===== config.mk =====
export PLATFORM = sky130hd
export DESIGN_NAME = pwm_capture_multi
export DESIGN_NICKNAME = d
export VERILOG_FILES = /design/src/rtl/pwm_capture_pkg.sv /design/src/rtl/pwm_capture_chan.sv /design/src/rtl/pwm_capture_multi.sv
export SDC_FILE = /design/constraint.sdc
export NUM_CORES = 1
export LEC_CHECK = 0
export CAP_MARGIN = 20
export CORE_MARGIN = 5
export CORE_UTILIZATION = 45
export CTS_BUF_LIST = sky130_fd_sc_hd__clkbuf_16
export CTS_CLUSTER_DIAMETER = 120
export DETAILED_ROUTE_END_ITERATION = 7
export DONT_BUFFER_PORTS = 1
export PLACE_DENSITY = 0.64
export SLEW_MARGIN = 20
export SYNTH_ARGS = -nofsm -noshare
export SYNTH_HDL_FRONTEND = slang
export SYNTH_SLANG_ARGS = --single-unit
export TNS_END_PERCENT = 50

===== constraint.sdc =====
create_clock -name clk -period 2.3 [get_ports clk]
set_clock_uncertainty 0.15 [all_clocks]
set_input_delay 0.46 -clock clk [delete_from_list [all_inputs] [get_ports clk]]
set_output_delay 0.46 -clock clk [all_outputs]
set_load 0.01 [all_outputs]

===== src/rtl/pwm_capture_pkg.sv =====
// Shared types and helpers for the multi-channel PWM capture block.
// The per-channel FSM state enum and its width, plus a select-width helper
// that stays legal for a single-channel build.
package pwm_capture_pkg;

  localparam int STATE_W = 2;

  // WAIT: no reference rise yet, HIGH: input high, LOW: input low after a high
  typedef enum logic [STATE_W-1:0] {
    ST_WAIT = 2'd0,
    ST_HIGH = 2'd1,
    ST_LOW  = 2'd2
  } chan_state_e;

  // Width of a channel select; at least one bit so a 1-channel build has a port
  function automatic int sel_width(input int n);
    return (n > 1) ? $clog2(n) : 1;
  endfunction

endpackage


===== src/rtl/pwm_capture_chan.sv =====
// One PWM capture channel: input synchronizer, registered edge detect,
// WAIT/HIGH/LOW measurement FSM with a saturating counter, idle timeout,
// and the published high/period pair with its strobe and sticky valid.
// Optional min/max high-time tracking when PWM_CAPTURE_MINMAX_EN is defined.
module pwm_capture_chan
  import pwm_capture_pkg::*;
#(
  parameter int CNT_W       = 20,
  parameter int TIMEOUT     = 1_000_000,
  parameter int SYNC_STAGES = 2
) (
  input  logic             clk,
  input  logic             rst_n,
  input  logic             pwm_i,
  input  logic             clr_i,
  output logic [CNT_W-1:0] high_o,
  output logic [CNT_W-1:0] period_o,
`ifdef PWM_CAPTURE_MINMAX_EN
  output logic [CNT_W-1:0] hmin_o,
  output logic [CNT_W-1:0] hmax_o,
`endif
  output logic             stb_o,
  output logic             valid_o,
  output logic             timeout_o,
  output logic             level_o,
  output chan_state_e      state_o
);

  localparam logic [CNT_W-1:0] CNT_MAX  = '1;
  localparam logic [CNT_W-1:0] CNT_ONE  = CNT_W'(1);
  localparam logic [CNT_W-1:0] TMO_LAST = CNT_W'(TIMEOUT - 1);

  logic [SYNC_STAGES-1:0] sync_q;
  logic                   prev_q;
  logic                   rise_q;
  logic                   fall_q;
  logic                   level;
  logic                   edge_any;
  logic                   publish;
  logic                   tmo_hit;

  chan_state_e            state_q;
  logic [CNT_W-1:0]       cnt_q;
  logic [CNT_W-1:0]       cnt_inc;
  logic [CNT_W-1:0]       hi_lat_q;
  logic [CNT_W-1:0]       idle_q;
  logic                   timeout_q;

  logic [CNT_W-1:0]       high_q;
  logic [CNT_W-1:0]       period_q;
  logic                   stb_q;
  logic                   valid_q;

  assign level    = sync_q[SYNC_STAGES-1];
  assign edge_any = rise_q | fall_q;
  // A publish is the rise that closes a full high+low cycle
  assign publish  = (state_q == ST_LOW) && rise_q;
  assign cnt_inc  = (cnt_q == CNT_MAX) ? cnt_q : cnt_q + 1'b1;
  // Fires once, on the TIMEOUT-th consecutive cycle without an edge
  assign tmo_hit  = !edge_any && !timeout_q && (idle_q == TMO_LAST);

  // Synchronizer chain for the raw asynchronous input
  always_ff @(posedge clk or negedge rst_n) begin
    if (!rst_n) begin
      sync_q <= '0;
    end else begin
      sync_q <= {sync_q[SYNC_STAGES-2:0], pwm_i};
    end
  end

  // Registered rise/fall pulses on the synchronized level
  always_ff @(posedge clk or negedge rst_n) begin
    if (!rst_n) begin
      prev_q <= 1'b0;
      rise_q <= 1'b0;
      fall_q <= 1'b0;
    end else begin
      prev_q <= level;
      rise_q <= level & ~prev_q;
      fall_q <= ~level & prev_q;
    end
  end

  // Idle counter and sticky timeout flag; any edge restarts the count
  always_ff @(posedge clk or negedge rst_n) begin
    if (!rst_n) begin
      idle_q    <= '0;
      timeout_q <= 1'b0;
    end else if (edge_any) begin
      idle_q    <= '0;
      timeout_q <= 1'b0;
    end else if (tmo_hit) begin
      timeout_q <= 1'b1;
    end else if (!timeout_q) begin
      idle_q <= idle_q + 1'b1;
    end
  end

  // Measurement FSM with saturating cycle counter and high-time latch
  always_ff @(posedge clk or negedge rst_n) begin
    if (!rst_n) begin
      state_q  <= ST_WAIT;
      cnt_q    <= '0;
      hi_lat_q <= '0;
    end else if (tmo_hit) begin
      state_q <= ST_WAIT;
    end else begin
      case (state_q)
        ST_WAIT: begin
          if (rise_q) begin
            state_q <= ST_HIGH;
            cnt_q   <= CNT_ONE;
          end
        end
        ST_HIGH: begin
          cnt_q <= cnt_inc;
          if (fall_q) begin
            state_q  <= ST_LOW;
            hi_lat_q <= cnt_q;
          end
        end
        ST_LOW: begin
          if (rise_q) begin
            state_q <= ST_HIGH;
            cnt_q   <= CNT_ONE;
          end else begin
            cnt_q <= cnt_inc;
          end
        end
        default: state_q <= ST_WAIT;
      endcase
    end
  end

  // Published pair, one-cycle strobe, sticky valid (publish beats clr)
  always_ff @(posedge clk or negedge rst_n) begin
    if (!rst_n) begin
      high_q   <= '0;
      period_q <= '0;
      stb_q    <= 1'b0;
      valid_q  <= 1'b0;
    end else if (publish) begin
      high_q   <= hi_lat_q;
      period_q <= cnt_q;
      stb_q    <= 1'b1;
      valid_q  <= 1'b1;
    end else begin
      stb_q <= 1'b0;
      if (clr_i) begin
        valid_q <= 1'b0;
      end
    end
  end

`ifdef PWM_CAPTURE_MINMAX_EN
  logic [CNT_W-1:0] hmin_q;
  logic [CNT_W-1:0] hmax_q;

  // Min/max of published high time; a publish alongside clr seeds both
  always_ff @(posedge clk or negedge rst_n) begin
    if (!rst_n) begin
      hmin_q <= '1;
      hmax_q <= '0;
    end else if (publish) begin
      if (clr_i) begin
        hmin_q <= hi_lat_q;
        hmax_q <= hi_lat_q;
      end else begin
        if (hi_lat_q < hmin_q) hmin_q <= hi_lat_q;
        if (hi_lat_q > hmax_q) hmax_q <= hi_lat_q;
      end
    end else if (clr_i) begin
      hmin_q <= '1;
      hmax_q <= '0;
    end
  end

  assign hmin_o = hmin_q;
  assign hmax_o = hmax_q;
`endif

  assign high_o    = high_q;
  assign period_o  = period_q;
  assign stb_o     = stb_q;
  assign valid_o   = valid_q;
  assign timeout_o = timeout_q;
  assign level_o   = level;
  assign state_o   = state_q;

endmodule


===== src/rtl/pwm_capture_multi.sv =====
// N-channel PWM capture: measures high time and period of each input in clk
// cycles and flags inputs that stop toggling. Holds the channel array, the
// clr fan-out and the registered read-back mux. chan_state exposes every
// channel FSM for observation.
// Optional feature macro: PWM_CAPTURE_MINMAX_EN adds rd_hmin/rd_hmax.
module pwm_capture_multi
  import pwm_capture_pkg::*;
#(
  parameter int  CHANNELS    = 4,
  parameter int  CNT_W       = 20,
  parameter int  TIMEOUT     = 1_000_000,
  parameter int  SYNC_STAGES = 2,
  localparam int SEL_W       = sel_width(CHANNELS)
) (
  input  logic                          clk,
  input  logic                          rst_n,
  input  logic [CHANNELS-1:0]           pwm_in,
  input  logic                          clr,
  input  logic [SEL_W-1:0]              rd_sel,
  output logic [CNT_W-1:0]              rd_high,
  output logic [CNT_W-1:0]              rd_period,
`ifdef PWM_CAPTURE_MINMAX_EN
  output logic [CNT_W-1:0]              rd_hmin,
  output logic [CNT_W-1:0]              rd_hmax,
`endif
  output logic [CHANNELS-1:0]           meas_stb,
  output logic [CHANNELS-1:0]           meas_valid,
  output logic [CHANNELS-1:0]           timeout,
  output logic [CHANNELS-1:0]           level,
  output logic [CHANNELS*STATE_W-1:0]   chan_state
);

  logic [CNT_W-1:0] high_w   [CHANNELS];
  logic [CNT_W-1:0] period_w [CHANNELS];
`ifdef PWM_CAPTURE_MINMAX_EN
  logic [CNT_W-1:0] hmin_w   [CHANNELS];
  logic [CNT_W-1:0] hmax_w   [CHANNELS];
`endif
  logic             sel_ok;

  for (genvar g = 0; g < CHANNELS; g++) begin : g_chan
    chan_state_e st;

    pwm_capture_chan #(
      .CNT_W      (CNT_W),
      .TIMEOUT    (TIMEOUT),
      .SYNC_STAGES(SYNC_STAGES)
    ) u_chan (
      .clk      (clk),
      .rst_n    (rst_n),
      .pwm_i    (pwm_in[g]),
      .clr_i    (clr),
      .high_o   (high_w[g]),
      .period_o (period_w[g]),
`ifdef PWM_CAPTURE_MINMAX_EN
      .hmin_o   (hmin_w[g]),
      .hmax_o   (hmax_w[g]),
`endif
      .stb_o    (meas_stb[g]),
      .valid_o  (meas_valid[g]),
      .timeout_o(timeout[g]),
      .level_o  (level[g]),
      .state_o  (st)
    );

    assign chan_state[g*STATE_W +: STATE_W] = st;
  end

  // Selects past the last channel read back as zero
  assign sel_ok = ({{(32-SEL_W){1'b0}}, rd_sel} < 32'(CHANNELS));

  // Registered read-back of the selected channel's published values
  always_ff @(posedge clk or negedge rst_n) begin
    if (!rst_n) begin
      rd_high   <= '0;
      rd_period <= '0;
`ifdef PWM_CAPTURE_MINMAX_EN
      rd_hmin   <= '0;
      rd_hmax   <= '0;
`endif
    end else if (sel_ok) begin
      rd_high   <= high_w[rd_sel];
      rd_period <= period_w[rd_sel];
`ifdef PWM_CAPTURE_MINMAX_EN
      rd_hmin   <= hmin_w[rd_sel];
      rd_hmax   <= hmax_w[rd_sel];
`endif
    end else begin
      rd_high   <= '0;
      rd_period <= '0;
`ifdef PWM_CAPTURE_MINMAX_EN
      rd_hmin   <= '0;
      rd_hmax   <= '0;
`endif
    end
  end

endmodule


---- Word level (Yosys, flattened, before mapping) ----
Index checks and enable logic that the tools add are counted.
word-level totals
  input port bits ......................... 9
  register bits after elaboration ......... 480
  word-level logic and storage cells ...... 247
  output and inout bits ................... 64
cells by class
  mux-type cells .......................... 67
  bitwise gates (word level) .............. 25
  add/subtract/negate cells ............... 8
  order comparisons ....................... 1
  reductions and logical operators ........ 56
  equality and inequality tests ........... 36
operators by type and width
  cell                                                    number
  two-way mux 20 bit                                      28
  case mux 20 bit (3 select lines)                        4
  adder 20 x 1 -> 20 bit (second input constant)          8
  == test 20 bit (second input constant)                  8
  binary-select mux 20 bit (select 2 bit)                 2
  two-way mux 2 bit                                       12
  inequality test 2 x 1 -> 1 bit (second input constant)  12
  inequality test 3 x 1 -> 1 bit (second input constant)  8
  AND reduction 3 bit                                     8
  two-way mux 1 bit                                       17
  case mux 2 bit (2 select lines)                         4
  AND reduction 2 bit                                     8
  nonzero test 2 bit                                      8
  logical AND 1 bit                                       12
  NOT 1 bit                                               12
  nonzero test 3 bit                                      4
  bitwise AND 1 bit                                       8
  == test 2 x 1 -> 1 bit (second input constant)          4
  == test 2 bit (second input constant)                   4
  logical NOT 1 bit                                       8
  logical NOT 2 bit                                       4
  OR reduction 2 bit                                      4
  bitwise OR 1 bit                                        4
  >= comparator 3 bit (second input constant)             1
  NOT 2 -> 3 bit                                          1

---- Logic depth before layout (Yosys ltp) ----
  depth in word-level cells ............... 6
  gate-level depth with buffers ........... 8
  gate-level depth less buffers ........... 7

---- By module ----
A second synthesis with hierarchy kept.
unflattened totals
  cell total of the unflattened synthesis .. 1863
  area, all modules ....................... 22032.4 um^2
by module, submodules not included
  module                                    area each (um^2)  times used  cells each  sequential area each (um^2)
  pwm_capture_chan at g_chan[0].u_chan ...  5041.1            3           445         2752.6
  pwm_capture_chan at g_chan[3].u_chan      4895.9            1           439         2752.6
  pwm_capture_multi                         2013.2            1           89          1001.0

---- Worst setup path before layout ----
OpenSTA, ideal clock, no wires.
  kind .................................... register to register
  from .................................... reg g_chan[2].u_chan.idle_q[6]
  to ...................................... reg g_chan[2].u_chan.idle_q[0]
  clock period less this slack ............ 2381 ps
  arrival ................................. 2113 ps
  cell stages (with the launch flop) ...... 8
  data required time ...................... 2032 ps
  setup time .............................. 118 ps
  path buffers ............................ 2
  setup slack ............................. -81 ps
  path through ............................ dfrtp_1 or4b_1 or4_4 o21ai_4 buf_6 buf_12 nor3_1 a21o_1
on the way
  word-level cells in the longest chain between the ends .. 4
RTL lines
  item                                             line                    RTL
  start: declaration                               pwm_capture_chan.sv:46  logic [CNT_W-1:0] idle_q;
  start signal: assignment                         pwm_capture_chan.sv:95  idle_q <= idle_q + 1'b1;
  == test 20 bit                                   pwm_capture_chan.sv:60  assign tmo_hit = !edge_any && !timeout_q && (idle_q == TMO_LAST);
  logical AND 1 bit                                pwm_capture_chan.sv:60
  inequality test 2 x 1 -> 1 bit (no source line)  -
  AND reduction 2 bit (no source line)             -
No other way between the ends.
A chain may end at the register's enable or synchronous reset.

---- Worst setup path in the final report ----
  from .................................... reg g_chan[2].u_chan.timeout_q
  to ...................................... reg g_chan[2].u_chan.cnt_q[18]
on the way
  word-level cells in the longest chain between the ends .. 5
RTL lines
  item                                  line                     RTL
  start: declaration                    pwm_capture_chan.sv:47   logic timeout_q;
  start signal: assignment              pwm_capture_chan.sv:88   timeout_q <= 1'b0;
  start signal: assignment              pwm_capture_chan.sv:91   timeout_q <= 1'b0;
  start signal: assignment              pwm_capture_chan.sv:93   timeout_q <= 1'b1;
  logical NOT 1 bit                     pwm_capture_chan.sv:60
  logical AND 1 bit (2 in a row)        pwm_capture_chan.sv:60
  NOT 1 bit (no source line)            -
  AND reduction 3 bit (no source line)  -
  end signal: assignment                pwm_capture_chan.sv:116  cnt_q <= cnt_inc;
  end signal: assignment                pwm_capture_chan.sv:127  cnt_q <= cnt_inc;
  end: declaration                      pwm_capture_chan.sv:43   logic [CNT_W-1:0] cnt_q;
No other way between the ends.

==> flow_summary.yaml <==
clock_tree:
  cts_sinks: 480
  cts_tree: "yes"
  clkTransAtPathRegs_ns: 0.06
  cts_max_path_buffers: 3
  htreeDepth: 2
  root_buffer: "clkbuf_16"
  cts_buffers: 52
  clk_latency_ns: 0.60
sta:
  setup_ws_ns: -0.107
  hold_viol: 480
  finalSetupViolCount: 22
  period_needed_ns: 2.41
  report.final.slew_viol_count: 0
  finalCritPeriodShare_pct: 105
  rsz0062_at_grt: "yes"
  fin_setup_tns_ns: -1.20
  worst_pin_slew_ns: 1.26
  hold_ws_ns: -0.593
  timing.fmax_ghz: 0.415
  max_slew_margin_pct: 15.9
global_routing:
  grt_usage_pct: 20.2
  antenna_found_initial: 0
  grt_pass1_vias: 15500
  grt_max_degree: 481
  grt_overflow_total: 0
  grt_pass1_wl_mm: 87.1
critical_path:
  startpoint_type: "flip-flop"
  cp.arrival_ns: 2.72
  critPathMaxFanout: 8
  r2r-start: "g_chan[2].u_chan.timeout_o$_DFFE_PN0P_"
  critPathCaptureType: "flip-flop"
  required_ns: 2.61
  worst_path_max_delay_cell: "or4b_4"
  path_cells: "or4b_4, or4_4, buf_4, o21a_4, a31oi_1, a21oi_2"
  cp_num_buf_inv: 1
  critPathKind: "flip-flop to flip-flop"
  cp_top_family: "simple AND/OR/NAND/NOR gates"
  startpoint: "g_chan[2].u_chan.timeout_o$_DFFE_PN0P_"
  slowest_delay_ns: 0.54
logic_synthesis:
  ys_seq_elements: 480
  synth_fp_nets: 1893
  synth-seq-area-share_pct: 55.3
  syn_inst: 1856
  syn_avg_cell_area_um2: 11.7
  yosysUniqueCellTypes: 70
  syn_area_mm2: 0.0217
  synthFlopType: "dfrtp_1"
  async_flop_share_pct: 100
  synth_edf_count: 0
  yosys_warnings: 0
route:
  vias: 15400
  drc_errors: 0
  antenna_left: 0
  first_pass_iters: 5
  vias_per_cell: 5.85
  routed_wl_mm: 53.4
  drt-initial-drc-count: 1116
  wire_per_inst_um: 20.3
cells_and_area:
  utilization_pct: 53.1
  final_area_mm2: 0.0254
  syn2layout_area_growth_pct: 16.8
  nNetsFinal: 2016
  stdcell_count: 2637
  drive_gt1_share_pct: 26.1
power:
  p_int_mw: 15.9
  p_sw_mw: 6.51
  p_sw_share_pct: 29.0
  p_leak_nw: 11.5
  combPwrFrac_pct: 20.5
  seq_power_share_pct: 41.6
  ir_worst_vdd_mv: 0.689
  clkPwrFrac_pct: 37.9
  power_mw: 22.5
  p_per_area_mw_per_mm2: 885
floorplan:
  die_area_mm2: 0.0528
  core_area_mm2: 0.0477
  ios: 73
  rows: 80
  fp.dieH_um: 230
  die_w_um: 230
  start_util_pct: 45.5
placed_design:
  pre_cts_ws_ns: -0.0732
  port-buffer-count: 0
  place_congestion: 0.879
  hpwl_mm: 34.6
  dp_cells: 2524
  place_area_mm2: 0.0233
run:
  maxCapViolCount: 0
outcome:
  status: "finished with violations"
  violations: "negative hold slack, negative setup slack"
worst_hold_path:
  hold_path.class: "input pin to asynchronous set/reset pin"
## flip-flops by register name, summed over array words and instances, names as in the netlist
name	flops
g_chan.u_chan.idle_q	80
g_chan.u_chan.fall_q	4
rd_high	20
g_chan.u_chan.stb_o	4
g_chan.u_chan.sync_q	8
g_chan.u_chan.high_o	80
g_chan.u_chan.cnt_q	80
g_chan.u_chan.timeout_o	4
rd_period	20
g_chan.u_chan.state_o	8
g_chan.u_chan.prev_q	4
g_chan.u_chan.rise_q	4
g_chan.u_chan.period_o	80
g_chan.u_chan.hi_lat_q	80
g_chan.u_chan.valid_o	4
## cells in the final DEF, fill, tap and decap left out, types with 24 or more instances in the layout
cell type  instances
buf_4            139
nand4_1           35
o31ai_1           24
clkbuf_16         54
mux4_2            40
ha_1              27
nor2_1            87
nand3_1           77
and3_1            24
mux2_2           203
dfrtp_1          480
or3_1             27
nand2_1          121
inv_1             59
a21oi_1           85
nor3_1            35
o21ai_0          119
or4_1             26
## power by group through the flow
stage | clock [mW] | sequential, mW | combinational, mW
5_1_grt | 9.12 | 9.41 | 5.03
4_1_cts | 8.73 | 9.35 | 4.50
3_5_place_dp | 0 | 9.49 | 4.38
6_report | 8.51 | 9.35 | 4.60
2_1_floorplan | 0 | 9.47 | 2.78
3_3_place_gp | 0 | 9.47 | 4.27
## worst register-to-register path, cell delays in order, from the launching register on
cell and delay (ns):
dfrtp_1 0.38, or4b_4 0.54, or4_4 0.53, buf_4 0.17
o21a_4 0.24, a31oi_1 0.22, a21oi_2 0.05
## area by class of cell
| type | instances | area, um2 |
|---|---|---|
| multi-input cells | 1225 | 9120 |
| diodes | 1 | 2.50 |
| well taps | 615 | 769 |
| inverters | 51 | 191 |
| clock buffers | 54 | 1350 |
| repair buffers | 169 | 1520 |
| clock inverters | 42 | 402 |
| flip-flops and latches | 480 | 12000 |
| fillers | 4013 | 22400 |
## routing by layer
layer	vias to the layer above	GRT usage (%)	share of wire (%)
met5	-	0	0
met4	0	5.44	2.4
met3	84	3.47	5.0
met2	400	33.0	48
met1	7840	28.2	45
li1	7113	-	-
## synth_stat cells, drive strengths merged (4+ instances only)
cell type  number  area (um2)
nand4          35         219
o21ai         137         716
and2           13        81.3
o311ai          5        43.8
nor3           36         180
a41oi          10        87.6
inv            51         191
o31ai          24         180
buf            32         230
o22ai           7        43.8
xnor2          19         166
nor4b           6        52.6
and4            5        43.8
o41ai           5        43.8
a22o            5        43.8
o2bb2ai         6        52.6
nand3          77         385
dfrtp         480       12000
nor2           87         327
xor2           16         140
o22a            4        35.0
a21oi          91         467
mux4           40         901
clkbuf         69         269
ha             28         350
nor2b          13        81.3
mux2          203        2290
nor4           24         150
o211ai         13        97.6
nand2         126         473
a31oi          21         131
mux2i           5        50.1
or3            34         221
and3           25         158
a22oi           7        52.6
o21a           16         120
or2             9        56.3
or4            29         223
a21o            8        60.1
a2bb2oi         4        35.0
o2111ai         7        61.3
## what timing repair did
| item | CTS | global route |
|---|---|---|
| endpoints found under the setup margin | 26 | 59 |
| buffers inserted | 0 | 1 |
| gates resized for setup | 2 | 22 |
| pin swaps | 0 | 2 |
| endpoints found under the hold margin | 527 | 481 |
| cloned | 0 | 1 |
| hold buffers | 13 | 1 |
## path summary, 6_finish.rpt
check                                                    endpoint  slack, ns  cells after the start
max in group asynchronous  g_chan[1].u_chan.idle_q[2]$_DFFE_PN0P_       1.56                      0
min reg2reg                  g_chan[3].u_chan.sync_q[1]$_DFF_PN0_       0.20                      0
min in group clk                             rd_high[8]$_DFF_PN0_       0.03                      1
max reg2reg                g_chan[2].u_chan.cnt_q[18]$_DFFE_PN0P_      -0.11                      6
max                        g_chan[2].u_chan.cnt_q[18]$_DFFE_PN0P_      -0.11                      6
min                        g_chan[0].u_chan.idle_q[7]$_DFFE_PN0P_      -0.59                      0
## cells by family after synthesis
family,count (synthesis),synth area share (%)
adders and majority gates,28,1.61
muxes,248,14.9
AOI/OAI and AO/OA,383,11.0
and+or+nand+nor,530,12.6
DFF,480,55.3
buffers and inverters,152,3.18
xor gates and xnor gates,35,1.41
Power figures use the tool's default switching activity.
